File: src/rtl/serializer_pkg.sv
`default_nettype none
// ============================================================================
// Module      : serializer_pkg
// Description : Shared types and default constants for the sample serializer.
//               Holds the frame state encoding and the default shift-word
//               width and sclk divider ratio.
// Revision    : 1.0 - initial release
// ============================================================================
package serializer_pkg;

  localparam int unsigned c_default_width  = 51;
  localparam int unsigned c_default_clkdiv = 4;

  typedef enum logic [1:0] {
    IDLE  = 2'd0,
    SHIFT = 2'd1,
    GAP   = 2'd2
  } ser_state_e;

endpackage
`default_nettype wire

File: src/rtl/sample_serializer_if.sv
`default_nettype none
// ============================================================================
// Module      : sample_serializer_if
// Description : Parallel word handshake between a word producer and the
//               sample serializer.
// Signals     : word_in   - parallel word to transmit (WIDTH bits)
//               valid_in  - word_in valid
//               ready_out - serializer can accept a word
// Modports    : master (producer side), slave (serializer side)
// Revision    : 1.0 - initial release
// ============================================================================
interface sample_serializer_if
  import serializer_pkg::*;
#(
  parameter int unsigned WIDTH = c_default_width
);

  logic [WIDTH-1:0] word_in;
  logic             valid_in;
  logic             ready_out;

  modport master (
    output word_in,
    output valid_in,
    input  ready_out
  );

  modport slave (
    input  word_in,
    input  valid_in,
    output ready_out
  );

endinterface
`default_nettype wire

File: src/rtl/clk_en_div.sv
`default_nettype none
// ============================================================================
// Module      : clk_en_div
// Description : Clock-enable divider. While en is high a counter runs
//               0..CLKDIV-1 and tick is high during the cycle in which it
//               wraps. While en is low the counter is held at zero, so every
//               enabled period starts a full CLKDIV count from scratch.
// Ports       : clk     - clock
//               reset_n - asynchronous active-low reset
//               en      - count enable
//               tick    - one-cycle pulse on the wrap cycle
// Revision    : 1.0 - initial release
// ============================================================================
module clk_en_div
  import serializer_pkg::*;
#(
  parameter int unsigned CLKDIV = c_default_clkdiv
) (
  input  logic clk,
  input  logic reset_n,
  input  logic en,
  output logic tick
);

  localparam int unsigned          c_cnt_w = $clog2(CLKDIV + 1);
  localparam logic [c_cnt_w-1:0]   c_max   = c_cnt_w'(CLKDIV - 1);

  logic [c_cnt_w-1:0] cnt_q;
  logic [c_cnt_w-1:0] cnt_d;

  always_comb begin
    cnt_d = '0;
    tick  = 1'b0;
    if (en) begin
      if (cnt_q == c_max) begin
        tick = 1'b1;
      end else begin
        cnt_d = cnt_q + 1'b1;
      end
    end
  end

  always_ff @(posedge clk or negedge reset_n) begin
    if (!reset_n) begin
      cnt_q <= '0;
    end else begin
      cnt_q <= cnt_d;
    end
  end

endmodule
`default_nettype wire

File: src/rtl/sample_serializer.sv
`default_nettype none
// ============================================================================
// Module      : sample_serializer
// Description : Parallel-to-serial word transmitter. A word accepted on the
//               handshake is shifted out MSB first on sdata, framed by cs_n
//               low, with sclk running at clk / (2*CLKDIV). Each frame is
//               followed by a CLKDIV-cycle gap and a one-cycle done pulse.
// Ports       : clk     - clock, rising edge
//               reset_n - asynchronous active-low reset
//               bus     - word_in / valid_in / ready_out handshake (slave)
//               sclk    - serial bit clock, idles low
//               sdata   - serial data, MSB first, stable across sclk rise
//               cs_n    - frame enable, low while a word is on the wire
//               done    - one-cycle pulse in the IDLE cycle after the gap
// Revision    : 1.0 - initial release
// ============================================================================
module sample_serializer
  import serializer_pkg::*;
#(
  parameter int unsigned WIDTH  = c_default_width,
  parameter int unsigned CLKDIV = c_default_clkdiv
) (
  input  logic                clk,
  input  logic                reset_n,
  sample_serializer_if.slave  bus,
  output logic                sclk,
  output logic                sdata,
  output logic                cs_n,
  output logic                done
);

  localparam int unsigned        c_bit_w    = $clog2(WIDTH + 1);
  localparam logic [c_bit_w-1:0] c_last_bit = c_bit_w'(WIDTH);

  ser_state_e         state_q,   state_d;
  logic [WIDTH-1:0]   shreg_q,   shreg_d;
  logic [c_bit_w-1:0] bit_cnt_q, bit_cnt_d;
  logic               sclk_q,    sclk_d;
  logic               cs_n_q,    cs_n_d;
  logic               ready_q,   ready_d;
  logic               done_q,    done_d;

  logic               div_en;
  logic               div_tick;

  assign div_en = (state_q != IDLE);

  clk_en_div #(
    .CLKDIV (CLKDIV)
  ) u_clk_en_div (
    .clk     (clk),
    .reset_n (reset_n),
    .en      (div_en),
    .tick    (div_tick)
  );

  // sdata is taken straight from the shift register MSB. The register is
  // loaded on the handshake, shifted on every falling sclk, and after WIDTH
  // shifts it is all zeros, so sdata is naturally 0 outside a frame.
  always_comb begin
    state_d   = state_q;
    shreg_d   = shreg_q;
    bit_cnt_d = bit_cnt_q;
    sclk_d    = sclk_q;
    cs_n_d    = cs_n_q;
    ready_d   = ready_q;
    done_d    = 1'b0;

    case (state_q)
      IDLE: begin
        bit_cnt_d = '0;
        sclk_d    = 1'b0;
        cs_n_d    = 1'b1;
        ready_d   = 1'b1;
        if (bus.valid_in && ready_q) begin
          state_d = SHIFT;
          shreg_d = bus.word_in;
          cs_n_d  = 1'b0;
          ready_d = 1'b0;
        end
      end

      SHIFT: begin
        if (div_tick) begin
          sclk_d = ~sclk_q;
          if (!sclk_q) begin
            // Rising sclk: count the bit, data is left untouched.
            bit_cnt_d = bit_cnt_q + 1'b1;
          end else begin
            // Falling sclk: present the next bit.
            shreg_d = {shreg_q[WIDTH-2:0], 1'b0};
            if (bit_cnt_q == c_last_bit) begin
              state_d = GAP;
              cs_n_d  = 1'b1;
            end
          end
        end
      end

      GAP: begin
        if (div_tick) begin
          state_d = IDLE;
          done_d  = 1'b1;
          ready_d = 1'b1;
        end
      end

      default: begin
        state_d = IDLE;
      end
    endcase
  end

  always_ff @(posedge clk or negedge reset_n) begin
    if (!reset_n) begin
      state_q   <= IDLE;
      shreg_q   <= '0;
      bit_cnt_q <= '0;
      sclk_q    <= 1'b0;
      cs_n_q    <= 1'b1;
      ready_q   <= 1'b1;
      done_q    <= 1'b0;
    end else begin
      state_q   <= state_d;
      shreg_q   <= shreg_d;
      bit_cnt_q <= bit_cnt_d;
      sclk_q    <= sclk_d;
      cs_n_q    <= cs_n_d;
      ready_q   <= ready_d;
      done_q    <= done_d;
    end
  end

  assign bus.ready_out = ready_q;
  assign sclk          = sclk_q;
  assign sdata         = shreg_q[WIDTH-1];
  assign cs_n          = cs_n_q;
  assign done          = done_q;

endmodule
`default_nettype wire

File: src/flat_wrapper.sv
// flat-port wrapper written by rule: the top's interface ports become plain ports
module sample_serializer_flat import serializer_pkg::*;
#(
  parameter int unsigned WIDTH  = c_default_width,
  parameter int unsigned CLKDIV = c_default_clkdiv
)
  (clk, reset_n, sclk, sdata, cs_n, done, bus_word_in, bus_valid_in, bus_ready_out);
  sample_serializer_if #(.WIDTH(WIDTH)) bus_i ();
  input  logic clk;
  input  logic reset_n;
  output logic sclk;
  output logic sdata;
  output logic cs_n;
  output logic done;
  input wire logic [$bits(bus_i.word_in)-1:0] bus_word_in;
  input wire logic [$bits(bus_i.valid_in)-1:0] bus_valid_in;
  output wire logic [$bits(bus_i.ready_out)-1:0] bus_ready_out;
  assign bus_i.word_in = bus_word_in;
  assign bus_i.valid_in = bus_valid_in;
  assign bus_ready_out = bus_i.ready_out;
  sample_serializer #(.WIDTH(WIDTH), .CLKDIV(CLKDIV)) u_core (.clk(clk), .reset_n(reset_n), .bus(bus_i), .sclk(sclk), .sdata(sdata), .cs_n(cs_n), .done(done));
endmodule
File: config.mk
export PLATFORM = sky130hd
export DESIGN_NAME = sample_serializer_flat
export DESIGN_NICKNAME = d
export VERILOG_FILES = /design/src/rtl/serializer_pkg.sv /design/src/rtl/sample_serializer_if.sv /design/src/rtl/clk_en_div.sv /design/src/rtl/sample_serializer.sv /design/src/flat_wrapper.sv
export SDC_FILE = /design/constraint.sdc
export NUM_CORES = 1
export LEC_CHECK = 0
export ABC_AREA = 1
export ABC_CLOCK_PERIOD_IN_PS = 3900
export CORE_UTILIZATION = 42
export DETAILED_ROUTE_END_ITERATION = 6
export GPL_TIMING_DRIVEN = 0
export PLACE_DENSITY = 0.75
export SYNTH_ARGS = -nofsm -noshare
export SYNTH_HDL_FRONTEND = slang
export SYNTH_HIERARCHICAL = 1
export SYNTH_SLANG_ARGS = --single-unit
File: constraint.sdc
create_clock -name clk -period 3.9 [get_ports clk]
set_input_delay 0.78 -clock clk [delete_from_list [all_inputs] [get_ports clk]]
set_output_delay 0.78 -clock clk [all_outputs]
set_load 0.02 [all_outputs]
* Word level (Yosys, flattened, before mapping)
Index checks and enable logic that the tools add are counted.
** Operators by class
- Muxes and demuxes :: 28
- Reductions and logical operators :: 11
- Equal/unequal tests :: 10
- Bitwise operators :: 1
- $add $sub $neg :: 2
** Operators by type and width (count)
- 51-bit two-way mux :: 3
- 51-bit case mux with 2 select lines :: 1
- 6-bit two-way mux :: 2
- 6-bit case mux with 2 select lines :: 1
- 1-bit two-way mux :: 10
- 2-bit two-way mux :: 5
- 2-bit by 1-bit != test with 1-bit output (second input constant) :: 5
- 4-bit AND reduction :: 2
- 6-bit by 1-bit adder with 6-bit output (second input constant) :: 1
- 6-bit equality test (second input constant) :: 1
- 3-bit two-way mux :: 2
- 1-bit case mux with 2 select lines :: 3
- 2-bit case mux with 3 select lines :: 1
- 2-bit nonzero test :: 3
- 5-bit AND reduction :: 1
- 2-bit AND reduction :: 2
- 3-bit by 1-bit adder with 3-bit output (second input constant) :: 1
- 3-bit by 2-bit equality test with 1-bit output (second input constant) :: 1
- 3-bit AND reduction :: 1
- 2-bit by 1-bit equality test with 1-bit output (second input constant) :: 1
- 2-bit equality test (second input constant) :: 1
- 2-bit zero test :: 1
- 2-bit != test (second input constant) :: 1
- 1-bit logical AND :: 1
- 1-bit NOT :: 1
** Storage, ports and cells
- Input port bits :: 54
- Output and inout port bits :: 5
- Word-level logic and storage cells :: 60
- Register bits :: 66

* Logic depth before layout (Yosys ltp)
- Depth in word-level cells :: 5
- Mapped depth :: 12
- Gate-level depth less buffers :: 11

* Cells and area by module
Netlist, hierarchy kept.
** By module, submodules not included
- sample_serializer :: instances 1, area each 3383.2 um^2, cells an instance 420, seq. area each 1579.0 um^2
- clk_en_div :: instances 1, area each 138.9 um^2, cells an instance 17, seq. area each 75.1 um^2

* Worst setup path after synthesis
No wires, ideal clock.
- Path type :: register -> register
- From :: register u_core.state_q[0]
- To :: register u_core.shreg_q[43]
- Path buffers :: 3
- Period minus slack after synthesis :: 1729 ps
- Arrival time :: 1603 ps
- Setup time :: 126 ps
- Cell stages (with the launch flop) :: 12
- Setup slack :: 2171 ps
- Required time :: 3774 ps
- Cells stage by stage :: dfrtp_1 > buf_6 > nor2_1 > inv_1 > inv_1 > nor2_1 > o21bai_1 > nor2_4 > buf_6 > buf_8 > nand2_1 > o21ai_0
** On the way
- Word-level cells in the longest chain between the ends :: 4
- Elaborated cells between the ends (all ways) :: 10
- Classes of those cells :: eq/ne: 4; mux: 2; reduce/logical: 4
** Ends and longest elaborated chain
- start: declaration :: RTL line sample_serializer.sv:35 : ser_state_e state_q, state_d;
- start signal: assignment :: RTL line sample_serializer.sv:124 : state_q <= state_d;
- 2-bit nonzero test :: RTL line sample_serializer.sv:46 : assign div_en = (state_q != IDLE);
- net u_core.div_en :: RTL line sample_serializer.sv:43 : logic div_en;
- 1-bit two-way mux :: RTL line clk_en_div.sv:34 : if (en) begin
- net u_core.div_tick :: RTL line sample_serializer.sv:44 : logic div_tick;
- 2-bit by 1-bit != test with 1-bit output (no source line)
- 4-bit AND reduction (no source line)
- end signal: assignment :: RTL line sample_serializer.sv:125 : shreg_q <= shreg_d;
- end: declaration :: RTL line sample_serializer.sv:36 : logic [WIDTH-1:0] shreg_q, shreg_d;
The timed path passes the listed nets, and every way through them passes these cells.
A chain may end at the register's enable or synchronous reset.

* Worst setup path in the final report
- From :: register u_core.ready_q (netlist: u_core/bus.ready_out)
- To :: output bus_ready_out
** RTL lines
- start: declaration :: RTL line sample_serializer.sv:40 : logic ready_q, ready_d;
- start signal: assignment :: RTL line sample_serializer.sv:129 : ready_q <= ready_d;
- end: declaration :: RTL line flat_wrapper.sv:17 : output wire logic [$bits(bus_i.ready_out)-1:0] bus_ready_out;
No word-level cell between the ends.

==> summary.txt <==
Count leader, synth - nand2_1
DR vias - 2945
WL/cell - 11.9 um
#FFs+latches synth - 66
Crit path buffers/inverters - 1
Synth Flop Type - dfrtp_1
Max incr delay on CP - 0.61 ns
Minimum clock period - 2.27 ns
Root Driver - clkbuf_8
CP arrival - 1.49 ns
CTS tree - yes
Synth warn - 6
Status - finished, final reports clean
Worst endpoint required time - 3.12 ns
Area delta synth->final - 26.9%
Post-DRT Antenna Nets - 0
Antenna fix cells - 0
Syn_nets - 493
Cell count after synthesis - 437
Register area - 1650 um2
Io pins - 59
Final-report setup violation count - 0
Max Cap Viol - 0
GR Overflow Total - 0
CTS H-tree lvls - 3
Layout cell share with drive strength beyond 1 - 0.172
CP max-delay cell - clkdlybuf4s50_1
Hold Crit Class - reg -> reg
Fill count - 787
Power, Total - 0.00329 W
First-pass GRT wire length - 12700 um
Final worst-path cycle share - 0.581
Ranking of synthesized cells by area - dfrtp_1 (45%), nand2_1 (14%), o21ai_2 (10%)
Post-synthesis sequential area ratio - 0.470
Worst-path maximum fanout - 3
PD cells - 736 nW/um2
DRT Pass-1 Iters - 4
Hold_ws - 0.475 ns
CP Capture Type - output pin
Crit path launch type - register
Worst skew pair latency - 0.34 ns
Hold Vio Cnt, Final - 0
Clk pin slew, worst setup/hold paths - 0.07 ns
Hold_sp - u_core/cs_n$_DFFE_PN1P_
Largest area contributor in the netlist - dfrtp_1
DIE HEIGHT - 93.6 um
Average size of a mapped cell - 8.06 um2
CP Class - reg -> out
I/O Buffers - 58
Worst Skew - 0.0107 ns
Relative slew margins - 0.443
Peak VDD IR - 0.000351 V
CTS Hold Bufs - 0
Most frequent cells after synthesis - nand2_1 (133), inv_1 (69), dfrtp_1 (64)
Vias in the first global route - 2969
F_max - 441 MHz
Worst setup startpoint - u_core/bus.ready_out$_DFFE_PN1P_
RSZ-0062 raised after global routing - false
Reg2reg start - u_core/state_q[0]$_DFFE_PN0P_
Post-CTS Setup Bufs - 0
Antenna violations before repair - 0
Die X - 93.6 um
Core area - 8180 um2
Vias per cell - 4.78
All-layer global routing usage - 0.185
Final std cells w/o fill - 616
First-iteration detailed-routing DRC count - 134
Routability congestion estimate - 0.798
Pin count of the biggest net entering global routing - 67
Dpl cells - 600
Leakage - 2.09 nW
Number of synthesized flops with an enable pin - 0
Area of the mapped netlist - 3520 um2
Clk buf depth - 2
# resized after CTS - 0
Pins Over Slew Limit - 0
Multi-input combinational cell area - 1410 um2
Synth top area share - 0.455
Initial core utilization - 0.431
Post-synthesis cell type count - 24
FP Rows - 33
DP Wirelength - 5070 um
CTS buffer count - 9
Net count, final - 562
Crit path cell chain - clkdlybuf4s50_1
Critical path's top delay family - buffers and inverters
Slew @ Worst Pin - 0.835 ns
Die ar. - 8760 um2
Fraction of registers with async set/reset - 1.00
Clk sinks - 66
DRC - 0
Post-Route WL - 7320 um
-- through the flow --
step | setup TNS [ns] | worst slack [ns] | util | cell area [um2]
after detailed placement | 0 | 1.74 | 0.518 | 4230
after floorplan | 0 | 2.17 | - | 3520
after global placement | -11.59 | -0.184 | 0.518 | 4230
after global routing | 0 | 1.59 | 0.547 | 4470
after CTS | 0 | 1.61 | 0.547 | 4470
final | 0 | 1.63 | 0.547 | 4470
-- area by class of cell --
| class | instances | share of cell area |
|---|---|---|
| clock inverters | 4 | 0.0162 |
| repair buffers | 58 | 0.129 |
| flip-flops and latches | 66 | 0.370 |
| well taps | 105 | 0.0294 |
| plain buffers | 23 | 0.0426 |
| multi-input cells | 277 | 0.316 |
| clock buffers | 12 | 0.0370 |
| inverters | 71 | 0.0596 |
-- final timing paths --
kind	end	slack, ns	cells past startpoint
setup / recovery	bus_ready_out	1.63	1
hold / removal	u_core/cs_n$_DFFE_PN1P_	0.48	2
setup reg to reg	u_core/shreg_q[48]$_DFFE_PN0P_	1.92	11
hold reg to reg	u_core/cs_n$_DFFE_PN1P_	0.48	2
max in group asynchronous	u_core/shreg_q[28]$_DFFE_PN0P_	2.81	1
min in group asynchronous	u_core/shreg_q[50]$_DFFE_PN0P_	0.54	1
-- placed cells by master, fill, tap and decap left out, drive strengths merged --
master,netlist,routed
a21oi,3,3
buf,17,18
bufinv,0,2
clkbuf,6,18
clkdlybuf4s50,0,57
clkinv,0,1
clkinvlp,0,1
dfrtp,64,64
dfstp,2,2
ha,2,2
inv,71,71
nand2,135,135
nand3,14,14
nand4,3,3
nor2,12,12
o21ai,105,105
o21bai,2,2
xor2,1,1
-- cell families after synthesis --
logic type	Yosys count	synth area share
compound gates	110	0.201
flops	66	0.470
fa+ha+maj	2	0.00710
simple gates	164	0.190
buf+inv	94	0.130
xor+xnor	1	0.00249
-- flip-flops by register name, indices dropped and copies added, names as in the netlist --
name / flops
u_core/done: 1
u_core/sclk: 1
u_core/bit_cnt_q: 6
u_core/shreg_q: 51
u_core/cs_n: 1
u_core/bus.ready_out: 1
u_core/state_q: 2
u_core/u_clk_en_div/cnt_q: 3
-- worst min-delay path: cells and delay by family (launching register included) --
kind | cells | cell delay [ns]
flip-flops | 1 | 0.37
AND/OR/NAND/NOR | 2 | 0.10
-- layer usage --
metal,track usage,up-vias,wire [um]
met5,0,-,0
met2,0.299,57,3450
met3,0.0358,12,296
met1,0.236,1374,3450
li1,-,1502,-
met4,0.0910,0,121
-- power breakdown --
part / internal, W / switching, W
combinational: 0.000623 / 0.000951
sequential: 0.000962 / 0.0000855
clock: 0.000411 / 0.000257
total: 0.00200 / 0.00129
Note: power is estimated with default switching activity, not from simulation.
